===== src/rtl/addr_data_rand.sv =====
// addr_data_rand: LFSR-based stimulus record generator (address, data, mask, r/w, delay).
// Three Galois right-shift LFSRs; outputs are a combinational decode of the current state.
module addr_data_rand #(
    parameter int          WR_PCT    = 80,
    parameter logic [31:0] SEED_DATA = 32'h0000_0001,
    parameter logic [31:0] SEED_ADDR = 32'h1234_5678,
    parameter logic [15:0] SEED_CTRL = 16'h0001
) (
    input  logic        clk_i,
    input  logic        rst_i,
    input  logic        seed_load_i,
    input  logic [31:0] seed_i,
    input  logic        next_i,
    output logic        valid_o,
    output logic        wr_o,
    output logic [3:0]  mask_o,
    output logic [31:0] addr_o,
    output logic [31:0] data_o,
    output logic [3:0]  delay_o
);
    localparam logic [31:0] TAPS_32 = 32'h8020_0003;
    localparam logic [15:0] TAPS_16 = 16'hB400;
    // r < WR_PCT with r = prod >> 8 is the same as prod < WR_PCT * 256
    localparam logic [15:0] WR_LIM  = 16'(WR_PCT * 256);

    logic [31:0] d_q, a_q;
    logic [15:0] c_q;
    logic [31:0] d_step, a_step, d_seed, a_seed;
    logic [15:0] c_step, c_seed;
    logic [14:0] prod;
    logic        advance;

    function automatic logic [31:0] step32(input logic [31:0] s);
        return (s >> 1) ^ (s[0] ? TAPS_32 : 32'h0);
    endfunction

    function automatic logic [15:0] step16(input logic [15:0] s);
        return (s >> 1) ^ (s[0] ? TAPS_16 : 16'h0);
    endfunction

    always_comb begin
        d_step  = step32(d_q);
        a_step  = step32(a_q);
        c_step  = step16(c_q);
        d_seed  = (seed_i == 32'h0) ? 32'h1 : seed_i;
        a_seed  = ((seed_i ^ 32'h5A5A_5A5A) == 32'h0) ? 32'h1 : seed_i ^ 32'h5A5A_5A5A;
        c_seed  = ((seed_i[15:0] ^ 16'hA5A5) == 16'h0) ? 16'h1 : seed_i[15:0] ^ 16'hA5A5;
        advance = next_i && valid_o;
    end

    always_ff @(posedge clk_i or negedge rst_i) begin
        if (!rst_i) begin
            d_q     <= SEED_DATA;
            a_q     <= SEED_ADDR;
            c_q     <= SEED_CTRL;
            valid_o <= 1'b0;
        end else begin
            valid_o <= 1'b1;
            if (seed_load_i) begin
                d_q <= d_seed;
                a_q <= a_seed;
                c_q <= c_seed;
            end else if (advance) begin
                d_q <= d_step;
                a_q <= a_step;
                c_q <= c_step;
            end
        end
    end

    always_comb begin
        prod    = {7'b0, c_q[7:0]} * 15'd100;
        wr_o    = {1'b0, prod} < WR_LIM;
        mask_o  = (c_q[11:8] == 4'h0) ? 4'hF : c_q[11:8];
        delay_o = c_q[15:12];
        addr_o  = a_q & 32'h01FF_FFFC;
        data_o  = d_q;
    end
endmodule


===== config.mk =====
export PLATFORM = sky130hd
export DESIGN_NAME = addr_data_rand
export DESIGN_NICKNAME = d
export VERILOG_FILES = /design/src/rtl/addr_data_rand.sv
export SDC_FILE = /design/constraint.sdc
export NUM_CORES = 1
export LEC_CHECK = 0
export ABC_AREA = 0
export BUFFER_PORTS_ARGS = -buffer_cell sky130_fd_sc_hd__buf_2
export CAP_MARGIN = 40
export CORE_ASPECT_RATIO = 2
export CORE_MARGIN = 1
export CORE_UTILIZATION = 59
export DETAILED_ROUTE_END_ITERATION = 12
export PLACE_DENSITY = 0.86
export SLEW_MARGIN = 20
export SYNTH_ARGS = -nofsm -noshare
export SYNTH_HDL_FRONTEND = slang
export SYNTH_SLANG_ARGS = --single-unit

===== constraint.sdc =====
create_clock -name clk_i -period 6.4 [get_ports clk_i]
set_clock_uncertainty 0.05 [all_clocks]
set_input_delay 0.32 -clock clk_i [delete_from_list [all_inputs] [get_ports clk_i]]
set_output_delay 0.32 -clock clk_i [all_outputs]
set_load 0.05 [all_outputs]

# Yosys cells after proc, flatten, opt, wreduce, memory -nomap -nowiden
# Index checks and enable logic that the tools add are counted.
# Widths: inputs -> output; s select.
[op_classes]
addsub = 0
multipliers = 1
n_div = 0
order_cmp = 1
n_eq_ne = 0
shift = 0
n_mux = 13
n_bitwise = 5
reduce_logical = 6
[ops]
columns = ["operator", "count"]
rows = [
  ["$mux 32", 8],
  ["$logic_not 32->1", 2],
  ["$mux 16", 4],
  ["$xor 31x32->32", 2],
  ["$logic_not 16->1", 1],
  ["$not 16->16", 1],
  ["$xor 15x16->16", 1],
  ["$lt 15x15->1 const B", 1],
  ["$mul 8x5->13 const B", 1],
  ["$not 8->8", 1],
  ["$logic_not 4->1", 1],
  ["$mux 4", 1],
  ["$reduce_bool 2->1", 1],
  ["$logic_and 1x1->1", 1],
]
[word_totals]
ff_bits = 81
latch_bits = 0
mem_bits_rw = 0
romBits = 0
in_bits = 36
wordCells = 30
n_memories = 0

# Depth between registers and ports, before layout
[logic_depth]
word_depth = 4
mapped_depth = 11
mapped_depth_nobuf = 11

# Worst setup path before layout
# Ideal clock, no wire load.
[synth_path]
path_kind = "register to output"
from = "register c_q[2]"
to = "output port wr_o"
arrival_ps = 3621
required_time_ps = 6030
path_slack_ps = 2409
path_stages_with_launch = 10
n_path_buf = 0
cell_sequence = "dfrtp_1 > ha_1 > ha_1 > fa_1 > ha_1 > a21oi_1 > o22ai_2 > nor4_1 > nor4_2 > o311ai_1"
[synth_via]
elab_chain_cells = 2
[synth_rtl]
columns = ["element", "line", "source"]
rows = [
  ["from (decl)", "27", "logic [15:0] c_q;"],
  ["from (signal assigned)", "62", "c_q <= c_seed;"],
  ["from (signal assigned)", "66", "c_q <= c_step;"],
  ["$mul 8x5->13", "72", "prod = {7'b0, c_q[7:0]} * 15'd100;"],
  ["$lt 15x15->1", "73", "wr_o = {1'b0, prod} < WR_LIM;"],
  ["to (decl)", "15", "output logic wr_o,"],
]
# No other way between the ends.

# Final worst setup path
[layout_path]
from = "register c_q[3]"
to = "output port wr_o"
# The elaborated chain is that of the path after synthesis.

==> tab_implementation.tex <==
\begin{tabular}{lr}
\hline
Metric & Value \\
\hline
\multicolumn{2}{l}{\textbf{Run status}} \\
\quad Run status & complete, no violations \\
\multicolumn{2}{l}{\textbf{Logic synthesis}} \\
\quad Share of the synthesized area in the top cell type & 34.0\% \\
\quad Number of standard cells after synthesis & 493 \\
\quad Flops \& latches, synth & 81 \\
\quad Netlist cell types & 42 \\
\quad Count of flip-flops with a built-in enable after synthesis & 0 \\
\quad Synth area leader & sky130\_fd\_sc\_hd\_\_dfrtp\_1 \\
\quad Ys async rst share & 100\% \\
\quad Prevailing post-synth register cell & sky130\_fd\_sc\_hd\_\_dfrtp\_1 \\
\quad Netlist area before placement & 4850 µm² \\
\quad Synth Area per Inst & 9.84 µm² \\
\quad Sequential element share of the synthesized area & 42.2\% \\
\quad Syn. warnings & 0 \\
\quad Leading cell types by total area after synthesis & sky130\_fd\_sc\_hd\_\_dfrtp\_1, sky130\_fd\_sc\_hd\_\_dfstp\_2, sky130\_fd\_sc\_hd\_\_ha\_1, sky130\_fd\_sc\_hd\_\_a211oi\_1, sky130\_fd\_sc\_hd\_\_buf\_4 \\
\multicolumn{2}{l}{\textbf{Worst setup path}} \\
\quad Launch point of the worst path & c\_q[3] \\
\quad Data arrival, critical path & 3.56 ns \\
\quad Startpoint type of the worst setup path & flip-flop \\
\quad Worst R2R Path Depth & 4 \\
\quad Timing endpoint of the critical path & wr\_o \\
\quad Kind of cell with the highest combined delay on the critical path & adder cells \\
\quad Dominant cell type by count on the critical path & sky130\_fd\_sc\_hd\_\_ha\_1 \\
\quad Reg-to-reg critical path startpoint & valid\_o \\
\quad Worst flop-to-flop path endpoint & c\_q[1] \\
\quad CP Capture Type & output port \\
\quad Critical path data required time & 6.03 ns \\
\quad Highest-delay cell along the critical path & sky130\_fd\_sc\_hd\_\_fa\_1 \\
\quad Critical path, cell by cell & ha\_1 -> ha\_1 -> fa\_1 -> ha\_1 -> a21oi\_1 -> o22ai\_2 -> nor4\_1 -> nor4\_2 -> o311ai\_1 -> buf\_2 \\
\quad Path length in cells of the critical path & 10 \\
\quad Critical path peak fanout & 5 \\
\quad Crit path kind & flip-flop to output port \\
\quad Crit path buf inv count & 1 \\
\quad Internal reg-to-reg setup slack & 4.53 ns \\
\quad CP peak stage delay & 0.47 ns \\
\multicolumn{2}{l}{\textbf{Final layout}} \\
\quad Final-stage net count & 615 \\
\quad Most common cell after layout, fill and taps aside & sky130\_fd\_sc\_hd\_\_buf\_2 \\
\quad Final standard cell utilization of the core & 69.3\% \\
\quad Top library cells by usage in the layout, fill and taps aside & sky130\_fd\_sc\_hd\_\_buf\_2, sky130\_fd\_sc\_hd\_\_dfrtp\_1, sky130\_fd\_sc\_hd\_\_nor2\_1 \\
\quad P\&R area growth vs syn & 13.5\% \\
\quad Proportion of layout cells with a drive suffix above 1 & 26.8\% \\
\quad Antenna diode instance count & 0 \\
\multicolumn{2}{l}{\textbf{Min path}} \\
\quad Start point of the worst min-delay path & seed\_i[12] \\
\quad Classification of the worst-slack hold path & primary input to flip-flop \\
\multicolumn{2}{l}{\textbf{Route}} \\
\quad Wire length per cell after detailed routing & 18.1 µm \\
\quad Number of detailed-routing iterations run before antenna repair & 4 \\
\quad Vias after detailed routing & 3941 \\
\quad Starting DRT DRC Count & 232 \\
\quad Total Routed Length & 11.8 mm \\
\quad Post-detailed-route via-to-cell ratio & 6.05 \\
\quad Met3 routed wirelength & 500 µm \\
\quad Remaining antenna violation count & 0 \\
\quad Uppermost layer routed & met4 \\
\quad Number of DRC violations after detailed routing & 0 \\
\quad Detailed-route wire length on metal 1 & 4.39 mm \\
\quad Detailed-routed wire length on met2 & 6.35 mm \\
\multicolumn{2}{l}{\textbf{Power}} \\
\quad Total power per unit cell area & 308 nW/µm² \\
\quad Switching power & 0.628 mW \\
\quad Share of power burned in registers & 37.0\% \\
\quad Peak VDD IR & 249 µV \\
\quad Internal portion of total power & 1.07 mW \\
\quad Switching share of power & 37.1\% \\
\quad Leakage power summed over all cells & 2.68 nW \\
\quad Clock Power Share & 30.1\% \\
\quad Part of the power in combinational logic & 32.9\% \\
\multicolumn{2}{l}{\textbf{Run}} \\
\quad \# Max-Cap Violations & 0 \\
\multicolumn{2}{l}{\textbf{Global route}} \\
\quad Wire length of the first global-routing pass & 19.4 mm \\
\quad GRT Util Overall & 30.0\% \\
\quad Largest net degree at the start of global routing & 88 \\
\quad Total grt overflow & 0 \\
\quad Number of antenna violations at the first check in global routing & 0 \\
\quad Number of global-route vias before repair & 4003 \\
\multicolumn{2}{l}{\textbf{STA}} \\
\quad Count of pins over their slew limit & 0 \\
\quad Setup\_tns & 0 ns \\
\quad \# setup viols final & 0 \\
\quad Final period utilization & 61.4\% \\
\quad Post-Route Hold Slack & 0.169 ns \\
\quad Final number of hold-violating endpoints & 0 \\
\quad Shortest period the worst path allows & 3.93 ns \\
\quad Highest Clock Rate & 0.254 GHz \\
\quad Setup repair after global routing missed its margin & false \\
\quad Max transition margin & 51.3\% \\
\quad Worst Tran Pin Value & 0.731 ns \\
\multicolumn{2}{l}{\textbf{Floorplan}} \\
\quad Height of the die & 130 µm \\
\quad Rows & 46 \\
\quad Die outline area & 8620 µm² \\
\quad Initial core utilization & 61.1\% \\
\quad Die width & 66.1 µm \\
\quad Number of I/O pins & 110 \\
\quad Core Box Area & 7940 µm² \\
\multicolumn{2}{l}{\textbf{CTS}} \\
\quad Sink count of the clock tree & 81 \\
\quad Clk buf depth & 2 \\
\quad TritonCTS clock tree & done \\
\quad Latest clock arrival within the worst-skew pair & 0.34 ns \\
\quad Root buffer cell & sky130\_fd\_sc\_hd\_\_clkbuf\_16 \\
\quad Total clock buffers created by CTS & 9 \\
\quad H-tree depth & 3 \\
\quad Worst-path clk slew & 0.06 ns \\
\multicolumn{2}{l}{\textbf{Placement}} \\
\quad RePlAce Congestion & 0.913 \\
\quad Number of port buffers & 100 \\
\quad Detailed placer's ending HPWL & 8.48 mm \\
\hline
\end{tabular}
[metal layers]
layer / global-route usage (%) / vias up
met1: 34.6 / 1955
met2: 51.2 / 119
met3: 5.68 / 38
met5: 0 / -
li1: - / 1829
met4: 16.3 / 0
[Yosys cell counts, drive strengths merged, types with 6 or more instances]
master / count
dfstp: 15
o21a: 10
o21bai: 18
inv: 9
xnor2: 9
nor2b: 20
clkbuf: 20
mux2i: 21
dfrtp: 66
ha: 27
o21ai: 14
nand2: 16
and3: 41
nor4: 11
mux2: 11
nand4: 6
buf: 47
nor2: 52
a21oi: 17
a211oi: 41
[cell families (layout without fill, tap and decap cells)]
| family | after synthesis | after routing | share of synthesized area, % |
|---|---|---|---|
| AND/OR/NAND/NOR | 156 | 156 | 16.7 |
| buffers and inverters | 76 | 130 | 9.10 |
| other | 2 | 10 | 0.155 |
| adder cells (fa/ha/maj) | 29 | 29 | 7.79 |
| XOR/XNOR | 10 | 10 | 1.80 |
| AO/OA/AOI/OAI | 107 | 107 | 15.3 |
| flip-flops | 81 | 81 | 42.1 |
| multiplexers | 32 | 32 | 6.96 |
[final cells by class]
cell class	count	area [µm²]
multi-input combinational	344	2400
inverter	9	33.8
clock buffer	11	243
fill	622	2440
timing repair buffer	105	606
sequential	81	2050
clock inverter	5	55.1
tap	96	120
[flip-flops by register name (all words and copies together) (netlist names)]
name / count
a_q: 32
c_q: 16
data_o: 32
valid_o: 1
[how the worst min path moves through the flow]
stage                       to  slack [ns]  cells past startpoint
global route           a_q[12]        0.17                      2
floorplan               a_q[0]       -0.03                      0
CTS                    a_q[12]        0.16                      2
global placement       a_q[31]        0.45                      2
finish                 a_q[12]        0.17                      2
detailed placement  data_o[10]        0.22                      1
[per-stage QoR]
step	total power [mW]	instances	worst slack, ns	instance area [µm²]
after floorplan	1.07	501	2.41	4880
after global placement	1.16	631	3.03	5120
after detailed placement	1.19	634	2.89	5200
after CTS	1.70	651	2.52	5510
after global routing	1.78	651	2.30	5510
final	1.69	651	2.47	5510
[power groups by stage]
stage	Sequential (mW)	Clock (mW)	Combinational, mW
3_5_place_dp	0.634	0	0.553
6_report	0.626	0.510	0.558
5_1_grt	0.633	0.537	0.607
2_1_floorplan	0.694	0	0.374
4_1_cts	0.626	0.517	0.557
3_3_place_gp	0.631	0	0.526
[what timing repair did]
action | in CTS | in global routing
setup buffers | 0 | 0
setup endpoints to repair | 0 | 0
gates resized for setup | 0 | 0
hold buffers | 1 | 0
hold endpoints to repair | 21 | 0
[worst reg2reg max path, stage by stage (launching register included)]
cell and delay [ns]:
sky130_fd_sc_hd__dfrtp_1 0.40, sky130_fd_sc_hd__nand2_4 0.34, sky130_fd_sc_hd__buf_16 0.32, sky130_fd_sc_hd__mux2_2 0.38, sky130_fd_sc_hd__mux2_2 0.26
No activity file was read; power rests on OpenSTA's default activity.
